File: src/rtl/ad_spi_sampler.sv
// Autonomous 3-wire SPI ADC sampler with an Avalon-MM register file (DATA/STATUS/CONTROL).
// Optional build macro AD_SPI_SAMPLER_AVG_EN publishes the truncated mean of every 4 results.
module ad_spi_sampler #(
    parameter int CLK_DIV       = 4,
    parameter int SAMPLE_PERIOD = 5000
) (
    input  logic        clk,
    input  logic        reset_n,
    input  logic [1:0]  address,
    input  logic        read,
    input  logic        write,
    input  logic [15:0] writedata,
    output logic [15:0] readdata,
    output logic        ad_cs_n,
    output logic        ad_sclk,
    input  logic        ad_sdo
);

    localparam logic [2:0] ST_IDLE  = 3'd0;
    localparam logic [2:0] ST_SETUP = 3'd1;
    localparam logic [2:0] ST_SHIFT = 3'd2;
    localparam logic [2:0] ST_DONE  = 3'd3;
    localparam logic [2:0] ST_QUIET = 3'd4;

    localparam int DIV_W = $clog2(2 * CLK_DIV);
    localparam int PER_W = $clog2(SAMPLE_PERIOD);
    localparam logic [DIV_W-1:0] HALF_LAST  = DIV_W'(CLK_DIV - 1);
    localparam logic [DIV_W-1:0] QUIET_LAST = DIV_W'(2 * CLK_DIV - 1);
    localparam logic [PER_W-1:0] PER_LAST   = PER_W'(SAMPLE_PERIOD - 1);

    logic [2:0]       r_state;
    logic [DIV_W-1:0] r_div_cnt;
    logic [4:0]       r_half_cnt;
    logic [15:0]      r_shift;
    logic             r_sdo_meta;
    logic             r_sdo_sync;
    logic [PER_W-1:0] r_period_cnt;
    logic             r_en;
    logic             r_new;
    logic             r_ovr;
    logic [11:0]      r_data;

    logic        w_ctrl_wr;
    logic        w_status_wr;
    logic        w_data_rd;
    logic        w_period_tick;
    logic        w_trigger;
    logic        w_done;
    logic        w_busy;
    logic [11:0] w_result;
    logic        w_publish;
    logic [11:0] w_pub_data;
    logic        w_unused;

    assign w_ctrl_wr     = write && (address == 2'd2);
    assign w_status_wr   = write && (address == 2'd1);
    assign w_data_rd     = read && (address == 2'd0);
    assign w_period_tick = r_en && (r_period_cnt == '0);
    // Triggers outside IDLE are simply lost; no flag records them.
    assign w_trigger     = (r_state == ST_IDLE) && ((w_ctrl_wr && writedata[1]) || w_period_tick);
    assign w_done        = (r_state == ST_DONE);
    assign w_busy        = (r_state != ST_IDLE);
    assign w_result      = r_shift[11:0];

`ifdef AD_SPI_SAMPLER_AVG_EN
    logic [13:0] r_acc;
    logic [1:0]  r_acc_cnt;
    logic [13:0] w_acc_sum;

    assign w_acc_sum  = r_acc + {2'b00, w_result};
    assign w_publish  = w_done && (r_acc_cnt == 2'd3);
    assign w_pub_data = w_acc_sum[13:2];
    assign w_unused   = &{1'b0, writedata[15:2], r_shift[15:12], w_acc_sum[1:0]};

    always_ff @(posedge clk or negedge reset_n) begin
        if (!reset_n) begin
            r_acc     <= '0;
            r_acc_cnt <= '0;
        end else if (w_ctrl_wr) begin
            r_acc     <= '0;
            r_acc_cnt <= '0;
        end else if (w_done) begin
            r_acc     <= (r_acc_cnt == 2'd3) ? 14'd0 : w_acc_sum;
            r_acc_cnt <= r_acc_cnt + 2'd1;
        end
    end
`else
    assign w_publish  = w_done;
    assign w_pub_data = w_result;
    assign w_unused   = &{1'b0, writedata[15:2], r_shift[15:12]};
`endif

    always_ff @(posedge clk or negedge reset_n) begin
        if (!reset_n) begin
            r_sdo_meta <= 1'b0;
            r_sdo_sync <= 1'b0;
        end else begin
            r_sdo_meta <= ad_sdo;
            r_sdo_sync <= r_sdo_meta;
        end
    end

    always_ff @(posedge clk or negedge reset_n) begin
        if (!reset_n) begin
            r_period_cnt <= PER_LAST;
        end else if (!r_en || (r_period_cnt == '0)) begin
            r_period_cnt <= PER_LAST;
        end else begin
            r_period_cnt <= r_period_cnt - PER_W'(1);
        end
    end

    always_ff @(posedge clk or negedge reset_n) begin
        if (!reset_n) begin
            r_state    <= ST_IDLE;
            ad_cs_n    <= 1'b1;
            ad_sclk    <= 1'b1;
            r_div_cnt  <= '0;
            r_half_cnt <= '0;
            r_shift    <= '0;
        end else begin
            case (r_state)
                ST_IDLE: begin
                    if (w_trigger) begin
                        r_state   <= ST_SETUP;
                        ad_cs_n   <= 1'b0;
                        r_div_cnt <= '0;
                    end
                end
                ST_SETUP: begin
                    if (r_div_cnt == HALF_LAST) begin
                        r_state    <= ST_SHIFT;
                        ad_sclk    <= 1'b0;
                        r_div_cnt  <= '0;
                        r_half_cnt <= '0;
                    end else begin
                        r_div_cnt <= r_div_cnt + DIV_W'(1);
                    end
                end
                ST_SHIFT: begin
                    // 32 half-periods; the last high half completes before CS_n is released.
                    if (r_div_cnt == HALF_LAST) begin
                        r_div_cnt  <= '0;
                        r_half_cnt <= r_half_cnt + 5'd1;
                        if (r_half_cnt == 5'd31) begin
                            r_state <= ST_DONE;
                            ad_cs_n <= 1'b1;
                        end else begin
                            ad_sclk <= ~ad_sclk;
                            if (!ad_sclk) begin
                                r_shift <= {r_shift[14:0], r_sdo_sync};
                            end
                        end
                    end else begin
                        r_div_cnt <= r_div_cnt + DIV_W'(1);
                    end
                end
                ST_DONE: begin
                    r_state   <= ST_QUIET;
                    r_div_cnt <= '0;
                end
                ST_QUIET: begin
                    if (r_div_cnt == QUIET_LAST) begin
                        r_state <= ST_IDLE;
                    end else begin
                        r_div_cnt <= r_div_cnt + DIV_W'(1);
                    end
                end
                default: begin
                    r_state <= ST_IDLE;
                    ad_cs_n <= 1'b1;
                    ad_sclk <= 1'b1;
                end
            endcase
        end
    end

    // A DATA read coinciding with a publish leaves NEW set and does not count as overrun.
    always_ff @(posedge clk or negedge reset_n) begin
        if (!reset_n) begin
            r_data <= '0;
            r_new  <= 1'b0;
            r_ovr  <= 1'b0;
            r_en   <= 1'b0;
        end else begin
            if (w_publish) begin
                r_data <= w_pub_data;
            end
            if (w_publish) begin
                r_new <= 1'b1;
            end else if (w_data_rd) begin
                r_new <= 1'b0;
            end
            if (w_publish && r_new && !w_data_rd) begin
                r_ovr <= 1'b1;
            end else if (w_status_wr && writedata[1]) begin
                r_ovr <= 1'b0;
            end
            if (w_ctrl_wr) begin
                r_en <= writedata[0];
            end
        end
    end

    always_ff @(posedge clk or negedge reset_n) begin
        if (!reset_n) begin
            readdata <= '0;
        end else if (read) begin
            case (address)
                2'd0:    readdata <= {4'b0000, r_data};
                2'd1:    readdata <= {13'd0, w_busy, r_ovr, r_new};
                2'd2:    readdata <= {15'd0, r_en};
                default: readdata <= '0;
            endcase
        end
    end

endmodule

File: config.mk
export PLATFORM = sky130hd
export DESIGN_NAME = ad_spi_sampler
export DESIGN_NICKNAME = d
export VERILOG_FILES = /design/src/rtl/ad_spi_sampler.sv
export SDC_FILE = /design/constraint.sdc
export NUM_CORES = 1
export LEC_CHECK = 0
export ABC_AREA = 1
export CORE_UTILIZATION = 59
export DETAILED_ROUTE_END_ITERATION = 16
export HOLD_SLACK_MARGIN = 0.1
export PLACE_DENSITY = 0.88
export SLEW_MARGIN = 20
export SYNTH_ARGS = -nofsm -noshare
export SYNTH_HDL_FRONTEND = slang
export SYNTH_SLANG_ARGS = --single-unit
export TNS_END_PERCENT = 5
File: constraint.sdc
create_clock -name clk -period 3.3 [get_ports clk]
set_clock_uncertainty 0.2 [all_clocks]
set_input_delay 0.66 -clock clk [delete_from_list [all_inputs] [get_ports clk]]
set_output_delay 0.66 -clock clk [all_outputs]
set_load 0.03 [all_outputs]
After elaboration in Yosys (flattened, before gate mapping)
Index checks and enable logic that the tools add are counted.
Widths: inputs -> output; s select.
{ "word_totals": {"reg_bits": 71, "n_memories": 0, "mem_bits_rw": 0, "romBits": 0, "inputBits": 23, "word_cells": 94, "out_inout_bits": 18, "latchBits": 0} }
{ "op_classes": {"n_eq_ne": 16, "bitwise": 4, "reduce_logical": 30, "mux": 27, "shifts": 0, "div_mod_pow": 0, "n_lt_le_gt_ge": 0, "multipliers": 0, "addsub": 3} }
{ "ops": {"columns": ["op", "count"], "rows": [
  ["$pmux 12 s3", 1],
  ["$mux 3", 8],
  ["$pmux 3 s5", 1],
  ["$ne 2x2->1 const B", 7],
  ["$logic_not 13->1", 1],
  ["$mux 13", 1],
  ["$sub 13x1->13 const B", 1],
  ["$pmux 3 s4", 1],
  ["$reduce_and 4->1", 3],
  ["$mux 1", 10],
  ["$mux 5", 2],
  ["$pmux 5 s2", 1],
  ["$eq 3x2->1 const B", 3],
  ["$logic_and 1x1->1", 9],
  ["$eq 3x3->1 const B", 2],
  ["$pmux 1 s3", 2],
  ["$reduce_and 3->1", 2],
  ["$reduce_bool 2->1", 3],
  ["$reduce_or 3->1", 2],
  ["$add 5x1->5 const B", 1],
  ["$eq 5x5->1 const B", 1],
  ["$reduce_and 5->1", 1],
  ["$not 1->1", 4],
  ["$reduce_bool 4->1", 1],
  ["10 further kinds", 12]
]} }

Logic depth before layout (Yosys ltp)
{ "depth": {"depth_word": 7, "ltp_mapped": 10, "depth_no_buf": 10} }

Least setup slack after synthesis
No wires, ideal clock.
{ "synth_path": {"path_type": "reg2reg", "from": "reg r_half_cnt[0]", "to": "reg r_shift[1]", "setup_ns": 0.119, "path_stages_with_launch": 10, "period_less_slack_ns": 1.715, "t_arrival_ns": 1.397, "required_ns": 2.981, "path_slack_ns": 1.585, "path_buffers": 1, "path_cell_list": "dfrtp_1 -> ha_1 -> nand2_1 -> nor2_1 -> ha_1 -> nor2_1 -> nand2_2 -> buf_6 -> nand2_1 -> o21ai_2"} }
{ "synth_between": {"elab_chain_len": 3} }
{ "synth_lines": {"columns": ["element", "line", "text"], "rows": [
  ["start: declaration", "33", "logic [4:0] r_half_cnt;"],
  ["start signal: assignment", "144", "r_half_cnt <= r_half_cnt + 5'd1;"],
  ["$eq 5x5->1", "145", "if (r_half_cnt == 5'd31) begin"],
  ["$not 1->1 (no source line)", null, null],
  ["$reduce_and 4->1 (no source line)", null, null],
  ["end signal: assignment", "151", "r_shift <= {r_shift[14:0], r_sdo_sync};"],
  ["end: declaration", "34", "logic [15:0] r_shift;"]
]} }
Every way passes these cells.
A chain may end at the register's enable or synchronous reset.

Final worst setup path
{ "layout_path": {"from": "reg ad_sclk", "to": "out ad_sclk"} }
{ "layout_rtl": {"columns": ["element", "line", "text"], "rows": [
  ["start: declaration", "15", "output logic ad_sclk,"],
  ["start signal: assignment", "149", "ad_sclk <= ~ad_sclk;"]
]} }
No word-level cell between the ends.

==> results.tsv <==
stage	metric	value	unit
layout	antenna cells	0	
place	DP HPWL	3.93	mm
synthesis	Avg Synthesized Cell Area	8.74	um2
critical_path	Crit path arrival time	1.56	ns
global_route	GRT met1 Usage	30.3	%
die	initial core utilization	63.1	%
power	VDD IR max	307	uV
die	core area	0.00488	mm2
global_route	vias in the first global route	2291	
synthesis	register area share after synthesis	54.8	%
global_route	pin count of the biggest net entering global routing	41	
routing	wire length per cell	13.0	um
timing	final hold vios	0	
place	PortBufs	22	
critical_path	CP delay by family, top	buffers and inverters	
layout	Layout area overhead	14.9	%
clocking	clk_lat worst skew	0.33	ns
layout	Layout Nets	408	
critical_path	Worst Setup End Kind	output pin	
global_route	met2 Use GR	38.9	%
layout	most common cell after layout, fill and taps aside	nand2_1	
power	pwr/cell area	469	mW/mm2
die	Core Rows	25	
routing	drt pass-1 iters	5	
timing	Slew HR	53.1	%
clocking	Reg clk slew, reported paths	0.07	ns
routing	WL final	5.84	mm
critical_path	CP startpoint kind	flop	
critical_path	CP max stage cell	clkdlybuf4s50_1	
min_path	Worst Hold Class	primary input to async pin	
clocking	CTS Hold Bufs	0	
critical_path	CP Buf/Inv Count	1	
global_route	GRT busiest layer	met2	
die	die area	0.00551	mm2
outcome	status	finished, final reports clean	
place	gp weighted congestion	0.841	
timing	TNS Setup	0	ns
synthesis	gate count after technology mapping	352	
routing	1st-iter DRT viols	178	
timing	worst slew pin tran	0.701	ns
clocking	CTS buffer count	9	
clocking	CTS Buffer Depth	2	
timing	minimum clock period	2.42	ns
synthesis	post-synthesis cell type count	33	
global_route	first-pass GRT wire length	9.87	mm
routing	Routed Antenna Nets	0	
timing	Tcrit/Tclk final	73.4	%
routing	Via-to-Cell Ratio	5.30	
layout	layout cells sized above 1	12.5	%
clocking	Post CTS Setup Buffer Count	0	
critical_path	critical path peak fanout	4	
critical_path	Worst path max stage delay	0.67	ns
place	Placed Cells	434	
timing	FMAX	0.413	GHz
timing	Setup Viol. Count Final	0	
routing	drc violations	0	
critical_path	kind of critical path	flop to output pin	
timing	max-slew violation count	0	
critical_path	Worst Path Required	2.44	ns
clocking	H-Tree Depth	3	
run	Max-Cap Viols	0	
die	Die X	74.2	um
layout	most frequent cells in the layout	nand2_1, dfrtp_1, inv_1	
global_route	initial antenna violation count	0	
synthesis	#FFs+latches synth	67	
routing	DR vias	2385	
synthesis	Yosys warnings	0	
critical_path	crit-path cells	clkdlybuf4s50_1	
power	static leakage	1.77	nW
die	# IOs	41	
power	Final Total Pwr	0.00166	W
clocking	CTS resizes	0	
synthesis	Post-Syn Area	0.00308	mm2
die	Die Ht	74.2	um
global_route	gr ovfl total	0	
clocking	clock sinks	67	
timing	RSZ-0062 raised after global routing	false	
clocking	CTS tree	built	
layout	Final Instance Count excl. Fillers	450	
global_route	M3 GR Usage	5.83	%
global_route	gr usage total	23.8	%
clocking	Root Driver	clkbuf_8	
[path summary, 6_finish.rpt]
kind / start / depth (start not counted) / slack [ns] / to
max in group asynchronous: reset_n / 2 / 2.07 / r_period_cnt[12]$_DFF_PN1_
hold reg to reg: r_sdo_meta$_DFF_PN0_ / 0 / 0.15 / r_sdo_sync$_DFF_PN0_
hold / removal: reset_n / 1 / 0.15 / r_period_cnt[6]$_DFF_PN0_
setup / recovery: ad_sclk$_DFFE_PN1P_ / 1 / 0.88 / ad_sclk
setup reg to reg: r_div_cnt[0]$_DFFE_PN0P_ / 7 / 1.18 / r_shift[7]$_DFFE_PN0P_
min in group clk: r_sdo_meta$_DFF_PN0_ / 0 / 0.15 / r_sdo_sync$_DFF_PN0_
[sequential cells by signal, indices dropped and copies added, names as in the netlist, 3 cells and up]
name / count
r_period_cnt: 13
r_data: 12
r_shift: 12
readdata: 12
r_half_cnt: 5
r_div_cnt: 3
r_state: 3
[cells by family (layout without fill, tap and decap cells)]
logic type               after synthesis  after routing  share of synthesized area, %
multiplexers                           1              1                         0.366
buffers and inverters                 46             74                          6.71
XOR/XNOR                               4              4                          1.14
AND/OR/NAND/NOR                      179            179                          25.3
other                                  1              4                         0.122
adder cells (fa/ha/maj)                7              7                          2.85
AO/OA/AOI/OAI                         47             47                          8.66
flip-flops                            67             67                          54.8
[through the flow]
stage	hold slack (ns)	util (%)	setup slack, ns	cell area [um2]
4_1_cts	0.154	72.5	0.859	3540
3_5_place_dp	0.136	68.3	0.898	3330
2_1_floorplan	0.131	-	1.58	3090
6_report	0.149	72.5	0.879	3540
5_1_grt	0.175	72.5	0.832	3540
3_3_place_gp	0.133	68.3	0.955	3330
[power by group]
group	internal (W)	switching [W]
sequential	0.000848	0.0000190
clock	0.000389	0.000295
combinational	0.0000339	0.0000722
total	0.00127	0.000387
[cells in the mapped netlist (all sizes together)]
| master | instances | area, um2 |
|---|---|---|
| a21oi | 8 | 43.8 |
| buf | 9 | 67.6 |
| mux2 | 1 | 11.3 |
| or2 | 2 | 12.5 |
| nor2 | 32 | 133 |
| nand4 | 2 | 12.5 |
| ha | 7 | 87.6 |
| a22oi | 1 | 7.51 |
| nand3b | 1 | 7.51 |
| o21ai | 37 | 208 |
| xnor2 | 1 | 8.76 |
| nor3 | 2 | 21.3 |
| dfstp | 9 | 236 |
| clkbuf | 2 | 7.51 |
| nand3 | 34 | 175 |
| inv | 35 | 131 |
| o31ai | 1 | 7.51 |
| conb | 1 | 3.75 |
| xor2 | 3 | 26.3 |
| dfrtp | 58 | 1450 |
| nand2 | 106 | 418 |
[cell type report]
cell class	instances	area, um2
Clock buffer	12	155
Clock inverter	4	48.8
Tap cell	67	83.8
Timing Repair Buffer	23	235
Fill cell	345	1340
Multi-Input combinational cell	242	1190
Sequential cell	67	1690
Inverter	35	131
[per-layer routing]
metal / vias to the layer above / share of wire [%]
met5: - / 0
met1: 1133 / 46
met2: 65 / 49
met3: 14 / 4.1
met4: 0 / 1.6
li1: 1173 / -
Note: power is estimated with default switching activity, not from simulation.
